--- src/rtl/layer_serializer.sv ---
// rtl/layer_serializer.sv - parallel-vector to serial-word transmitter
//
// Accepts one INPUT_SIZE-word vector per upstream handshake. It then emits the
// words one per downstream handshake, element 0 first.
//
// Ports:
//   clk_i     clock, all state updates on the rising edge
//   reset_i   synchronous active-high reset
//   ready_o   upstream: a vector can be accepted this cycle
//   valid_i   upstream: data_i holds a valid vector
//   data_i    upstream vector, element 0 is sent first
//   valid_o   downstream: data_r_o holds a valid word
//   ready_i   downstream: next layer takes the word this cycle
//   data_r_o  current word, straight from the buffer register
//   last_o    current word is element INPUT_SIZE-1
module layer_serializer #(
  parameter int INPUT_SIZE = 4,
  parameter int WORD_SIZE  = 16
) (
  input  logic                                      clk_i,
  input  logic                                      reset_i,
  output logic                                      ready_o,
  input  logic                                      valid_i,
  input  logic signed [INPUT_SIZE-1:0][WORD_SIZE-1:0] data_i,
  output logic                                      valid_o,
  input  logic                                      ready_i,
  output logic signed [WORD_SIZE-1:0]               data_r_o,
  output logic                                      last_o
);

  localparam int CW = (INPUT_SIZE > 1) ? $clog2(INPUT_SIZE) : 1;
  localparam logic [CW-1:0] LAST_IDX = CW'(INPUT_SIZE - 1);

  typedef enum logic {IDLE, SEND} state_t;

  state_t                              state;
  logic [INPUT_SIZE-1:0][WORD_SIZE-1:0] buf_r;
  logic [CW-1:0]                       count_r;
  logic                                accept;
  logic                                emit;

  assign valid_o  = (state == SEND);
  assign last_o   = valid_o && (count_r == LAST_IDX);
  assign data_r_o = buf_r[0];

  // The final word and the next vector may transfer in the same cycle, so
  // ready_o follows ready_i combinationally while the last word is shown.
  assign ready_o = !reset_i && ((state == IDLE) || (last_o && ready_i));
  assign accept  = valid_i && ready_o;
  assign emit    = valid_o && ready_i;

  always_ff @(posedge clk_i) begin
    if (reset_i) begin
      state   <= IDLE;
      count_r <= '0;
      buf_r   <= '0;
    end else if (accept) begin
      // In SEND an accept implies the last word is leaving, so a reload
      // covers both the IDLE entry and the back-to-back case.
      buf_r   <= data_i;
      count_r <= '0;
      state   <= SEND;
    end else if (emit) begin
      for (int i = 0; i < INPUT_SIZE - 1; i++) begin
        buf_r[i] <= buf_r[i+1];
      end
      buf_r[INPUT_SIZE-1] <= '0;
      if (last_o) begin
        count_r <= '0;
        state   <= IDLE;
      end else begin
        count_r <= count_r + 1'b1;
      end
    end
  end

endmodule

--- config.mk ---
export PLATFORM = sky130hd
export DESIGN_NAME = layer_serializer
export DESIGN_NICKNAME = d
export VERILOG_FILES = /design/src/rtl/layer_serializer.sv
export SDC_FILE = /design/constraint.sdc
export NUM_CORES = 1
export LEC_CHECK = 0
export ABC_AREA = 1
export CORE_MARGIN = 2
export CORE_UTILIZATION = 35
export DETAILED_ROUTE_END_ITERATION = 10
export SLEW_MARGIN = 20
export SYNTH_ARGS = -nofsm -noshare
export SYNTH_HDL_FRONTEND = slang
export SYNTH_SLANG_ARGS = --single-unit
--- constraint.sdc ---
create_clock -name clk_i -period 1.2 [get_ports clk_i]
set_input_delay 0.24 -clock clk_i [delete_from_list [all_inputs] [get_ports clk_i]]
set_output_delay 0.24 -clock clk_i [all_outputs]
set_load 0.02 [all_outputs]
==> summary.txt, run 1 <==
Critical path
  – Critical Path Start: count_r[1]$_SDFFE_PP0P_
  – Worst r2r path cells: 9
  – CP arrival: 1660 ps
  – RR Endpoint: buf_r[46]$_SDFFE_PP0P_
  – Required time of the critical path: around 1400 ps
  – Reg2Reg Setup Slack: -240 ps
  – Worst-path maximum fanout: 8
  – Crit end category: flip-flop
  – Startpoint types: flip-flop
  – Setup Crit Path Kind: reg -> reg
  – Critical R2R Launch: count_r[1]$_SDFFE_PP0P_

Timing
  – Final slew viol count: 0
  – Final min period: between 1000 and 1500 ps
  – FMAX: between 600 and 700 MHz
  – RSZ-0062 raised after global routing: yes
  – Clock Skews: about 8.6 ps
  – Hold violation count in the final report: 0
  – Fin crit share: 120%
  – Final WS setup: -244 ps
  – Worst-Margin Slew: approximately 500 ps
  – Final Setup Violations: slightly below 70
  – WHS: 386 ps
  – Fin Setup TNS: -13660 ps
  – Relative slew slack: 66.7%

Logic synthesis
  – Number of enable flip-flop cells after synthesis: 0
  – Synth top cells by count: nand2_1 (166), a21oi_1 (67), dfxtp_1 (67), nand3_1 (64), inv_1 (50)
  – Synth Cell Area: about 3500 um^2
  – Yosys warnings: 0
  – Post-Syn Nets: roughly 600
  – Synth Flop Type: dfxtp_1
  – Synth area leader: dfxtp_1
  – Ys async rst share: 0%
  – Register area share after synthesis: a little under two fifths
  – Share of the synthesized area in the top cell type: around two fifths
  – Synth area leaders: dfxtp_1 (38%), nand2_1 (18%), a21oi_1 (9.6%)
  – Syn Area/Cell: around 6.6 um^2
  – Yosys cell types: 16
  – Count leader, synth: nand2_1
  – Cells after synthesis: about 530
  – Flip-flop and latch count after synthesis: 67

Clock network
  – Clock transition at path regs: ~70 ps
  – Root Buffer: clkbuf_8
  – Htree depth: 3
  – # hold bufs at CTS: 0
  – Worst skew pair latency: ~340 ps
  – TritonCTS buffer count: 9
  – Deepest clock path buffer count: 2
  – Clock sink total: 67
  – TritonCTS clock tree: done

Min path
  – Hold Path Class: in -> reg
  – Worst hold path startpoint: valid_i
  – Hold Path Sink: data_r_o[7]$_SDFFE_PP0P_
  – Hold path cells: 4

Layout
  – Area grow syn2layout: 46.0%
  – Final nets: around 670
  – Fillers: slightly below 1000
  – Antenna cells: 0
  – Footprint of the multi-input gates: a little under 2000 um^2
  – Share of layout cells above drive strength 1: between 20 and 30%
  – Sequential Area: between 1000 and 1500 um^2
  – Fin area: 5130 um^2

Placement
  – Port bufs: 86
  – Pre-CTS setup slack: -620 ps
  – Post-DP Area: around 4500 um^2
  – DP Wirelength: 6.55 mm
  – GPL Wtd Cong: approximately 0.8

Floorplanning
  – Chip Width: 104 um
  – Die ar.: ~11000 um^2
  – Initial Utilization: 35.9%
  – Core area: 9770 um^2
  – Row cnt: 36
  – Ports: 87
  – DIE HEIGHT: ~100 um

Route
  – 1st-iter DRT viols: between 200 and 250
  – Router iterations before antenna repair: 4
  – Drc violations: 0
  – WL/cell: roughly 14 um
  – Vias per Instance: around 5
  – Final ANT Viol Nets: 0
  – Via Count: 3751
  – Overall routed net length: about 10 mm

Global routing
  – Number of global-route vias before repair: about 3600
  – GRT Total Usage: approximately a fifth
  – Initial antenna violation count: 0
  – GRT overflow: 0
  – First-pass GRT wire length: between 15 and 20 mm
  – Largest net degree at the start of global routing: 50

Outcome
  – Failing checks: negative setup slack
  – Status: complete, but fails checks

Power and ir drop
  – LEAKAGE: between 2 and 2.5 nW
  – PwrDens: roughly 1100 nW/um^2
  – Peak VDD IR: around 0.77 mV
  – Pwr Total: between 5 and 6 mW

Flow run
  – Max_cap viols: 0
how the worst max path moves through the flow:
stage,endpoint,slack (ps),depth (start not counted)
after floorplan,buf_r[16]$_SDFFE_PP0P_,-30,8
after global placement,ready_o,-590,6
after detailed placement,ready_o,-620,6
after CTS,buf_r[21]$_SDFFE_PP0P_,-280,10
after global routing,data_r_o[0]$_SDFFE_PP0P_,-320,9
final,buf_r[46]$_SDFFE_PP0P_,-240,9
timing repair:
action                                  CTS  global route
endpoints found under the hold margin     0             0
setup buffers                             8             0
cloned                                    6             0
pin swaps                                28            11
endpoints found under the setup margin   86            81
gates resized for setup                 134            48
cell type report:
type	instances	share of cell area, %
Clock inverter	3	0.781
Tap cell	133	3.25
Timing Repair inverter	1	0.122
Sequential cell	67	26.3
Timing Repair Buffer	121	24.3
Inverter	53	4.12
Clock buffer	11	2.76
Multi-Input combinational cell	352	38.4
flip-flops by register name, indices dropped and copies added, names as in the netlist:
| signal | flops |
|---|---|
| valid_o | 1 |
| buf_r | 48 |
| count_r | 2 |
| data_r_o | 16 |
placed cells by master, fill, tap and decap left out, types with 15 or more instances in the layout:
| master | n |
|---|---|
| a21oi_1 | 48 |
| nand2_1 | 119 |
| buf_4 | 15 |
| nand2_2 | 41 |
| nand4_1 | 48 |
| clkdlybuf4s50_1 | 65 |
| a21oi_2 | 19 |
| nand3_1 | 48 |
| dfxtp_1 | 64 |
| nand3_2 | 16 |
| inv_1 | 50 |
| buf_2 | 16 |
cells by family (layout without fill, tap and decap cells):
family	count (synthesis)	in the layout	synth area share, %
DFF	67	67	38.2
buffers and inverters	116	189	15.6
AOI/OAI and AO/OA	67	67	9.55
adders and majority gates	1	1	0.356
and+or+nand+nor	283	284	36.2
layer usage:
layer	GRT usage [%]	part of all wire [%]	vias to the layer above
li1	-	-	1879
met1	24.7	45	1736
met2	33.2	49	128
met3	4.20	5.4	8
met4	5.21	0.89	0
met5	0	0	-
power breakdown:
part / leakage, nW / switching (mW) / total [mW] / internal (mW)
clock: 0.0950 / 0.832 / 1.82 / 0.988
combinational: 1.57 / 0.653 / 1.23 / 0.580
sequential: 0.552 / 0.0826 / 2.45 / 2.37
total: 2.22 / 1.57 / 5.51 / 3.94
stage by stage:
| step | instances | utilization [%] |
|---|---|---|
| final | 741 | 52.4 |
| after global routing | 741 | 52.4 |
| after CTS | 744 | 52.6 |
| after detailed placement | 716 | 46.5 |
| after global placement | 716 | 46.5 |
| after floorplan | 534 | - |
worst max-delay path, stage by stage (launching register included):
cell and delay (ps):
dfxtp_2 350, ha_4 150, nand2_4 50, nand2_4 60
buf_6 130, nand3_4 130, buf_6 180, buf_16 140
nand3_2 60, a21oi_2 50
Note: power is estimated with default switching activity, not from simulation.
==> run 2, diff against run 1 <==
- PLACE_DENSITY: unset -> 0.68
- SLEW_MARGIN: 20 -> unset
==> run 2 against run 1 <==
Effect of this change:
- worst setup slack lost 30 ps
- critical path depth increased by 1
- sequential power is essentially flat
- largest cell class unchanged
- the flow still finishes with violations (negative setup slack)
- largest power group unchanged
- clock skew shrank 1.8 ps
==> summary.txt, run 2 (same netlist as run 1, synthesis figures left out) <==
Layout
  – Area grow syn2layout: 43.8%
  – Fillers: around 980
  – Sequential Area: around 1300 um^2
  – Most flop-heavy register: buf_r
  – Final nets: 671
  – Cell Count, Final, Fillers Out: 740
  – Commonest non-fill, non-tap cell in the layout: nand2_1
  – Footprint of the multi-input gates: 1790 um^2
  – Commonest cells after routing, fill and taps aside: nand2_1 (146), clkdlybuf4s50_1 (65), dfxtp_1 (64)
  – Share of layout cells above drive strength 1: 19.6%
  – Max reg flops: 48
  – Antenna cells: 0

Clock network
  – Htree depth: 3
  – TritonCTS clock tree: done
  – Root Buffer: clkbuf_8
  – # hold bufs at CTS: 0
  – Clock sink total: 67
  – Worst skew pair latency: approximately 340 ps
  – Deepest clock path buffer count: 2
  – Clock transition at path regs: roughly 70 ps
  – TritonCTS buffer count: 9

Floorplanning
  – Core area: 9770 um^2
  – Chip Width: 104 um
  – Initial Utilization: between 30 and 40%
  – Row cnt: 36
  – Ports: between 80 and 90
  – Die ar.: roughly 11000 um^2
  – DIE HEIGHT: ~100 um

Min path
  – Hold Path Class: in -> reg
  – Hold path cells: 2
  – Hold Path Sink: valid_o$_SDFFE_PP0P_
  – Worst hold path startpoint: reset_i

Global routing
  – GRT overflow: 0
  – GRT Total Usage: a little under a fifth
  – Largest net degree at the start of global routing: 53
  – Initial antenna violation count: 0
  – Number of global-route vias before repair: about 3500
  – First-pass GRT wire length: 17.0 mm

Critical path
  – RR Endpoint: buf_r[27]$_SDFFE_PP0P_
  – Critical R2R Launch: count_r[0]$_SDFFE_PP0P_
  – Worst-path maximum fanout: 17
  – Startpoint types: flip-flop
  – Reg2Reg Setup Slack: -270 ps
  – Required time of the critical path: 1410 ps
  – CP arrival: approximately 1700 ps
  – Worst r2r path cells: 10
  – Critical Path Start: count_r[0]$_SDFFE_PP0P_
  – Setup Crit Path Kind: reg -> reg
  – Crit end category: flip-flop

Placement
  – GPL Wtd Cong: just under 0.8
  – DP Wirelength: ~6.6 mm
  – Dpl cells: 713
  – Pre-CTS setup slack: -613 ps
  – Port bufs: 86

Route
  – WL/cell: ~14 um
  – Drc violations: 0
  – Top layer in use: met4
  – Final ANT Viol Nets: 0
  – M1 WL: 4.51 mm
  – Router iterations before antenna repair: 4
  – Met2 wire len: around 5.2 mm
  – 1st-iter DRT viols: 134
  – Overall routed net length: around 10 mm
  – Via Count: 3642
  – Vias per Instance: around 4.9
  – WL met3: roughly 580 um

Timing
  – Final slew viol count: 0
  – FMAX: between 600 and 700 MHz
  – Hold violation count in the final report: 0
  – RSZ-0062 raised after global routing: yes
  – Final min period: roughly 1500 ps
  – Relative slew slack: a little over three fifths
  – Final WS setup: -274 ps
  – Fin crit share: 123%
  – Worst-Margin Slew: 558 ps
  – Clock Skews: 6.75 ps
  – Final Setup Violations: a little under 70

Power and ir drop
  – LEAKAGE: 2.24 nW
  – PwrDens: between 1000 and 1500 nW/um^2
  – Peak VDD IR: 0.530 mV

Outcome
  – Status: complete, but fails checks
  – Failing checks: negative setup slack

Flow run
  – Max_cap viols: 0
run 2: cell count changes in the layout (fill, tap and decap cells not counted), sizes merged:
cell           before  now
clkdlybuf4s15       2    0
clkinvlp            0    2
clkbuf             11   12
inv                53   52
nand3              66   65
run 2: stage by stage:
stage	hold WS, ps	utilization (%)	instance area (um^2)	power, mW	TNS [ps]
after CTS	185	51.4	5030	5.71	-16020
after detailed placement	473	46.3	4530	3.58	-35860
after global placement	463	46.3	4530	3.56	-33490
after floorplan	387	-	3600	3.13	-1670
after global routing	179	51.7	5050	5.96	-21050
final	194	51.7	5050	5.70	-16290
run 2: power by group:
part           total, mW  switching [mW]  leakage, nW  internal, mW
combinational       1.21           0.617         1.58         0.591
clock               2.04           0.902        0.107          1.14
sequential          2.45          0.0838        0.552          2.37
total               5.70            1.60         2.24          4.10
run 2: critical path, stage by stage (launching register included):
cell,delay (ps)
dfxtp_2,340
ha_4,170
nand2_4,60
nand2_4,50
buf_6,120
nand3_4,100
buf_12,150
buf_16,150
nand2_1,60
nand2_1,70
a21oi_1,60
run 2: repair_timing:
item / in CTS / in global routing
gates resized for setup: 103 / 29
setup endpoints to repair: 86 / 80
gates cloned: 5 / 1
endpoints found under the hold margin: 0 / 0
pin swaps: 8 / 17
setup buffers: 5 / 0
run 2: worst max-delay path by stage:
stage / to / slack, ps / cells after the start
2_1_floorplan: buf_r[16]$_SDFFE_PP0P_ / -30 / 8
3_3_place_gp: ready_o / -590 / 6
3_5_place_dp: ready_o / -610 / 6
4_1_cts: data_r_o[10]$_SDFFE_PP0P_ / -270 / 10
5_1_grt: data_r_o[11]$_SDFFE_PP0P_ / -350 / 10
6_report: buf_r[27]$_SDFFE_PP0P_ / -270 / 10
run 2: per-layer routing:
layer  vias up  GRT usage, %
met1      1657          24.2
met2       105          32.6
met4         0          3.76
met3         8          5.14
li1       1872             -
met5         -             0
run 2: cell type report:
class,count,share of cell area [%]
multi-input combinational,351,35.4
sequential,67,26.7
timing repair buffer,120,26.1
inverter,53,4.09
tap,133,3.30
clock buffer,11,3.22
clock inverter,5,1.16
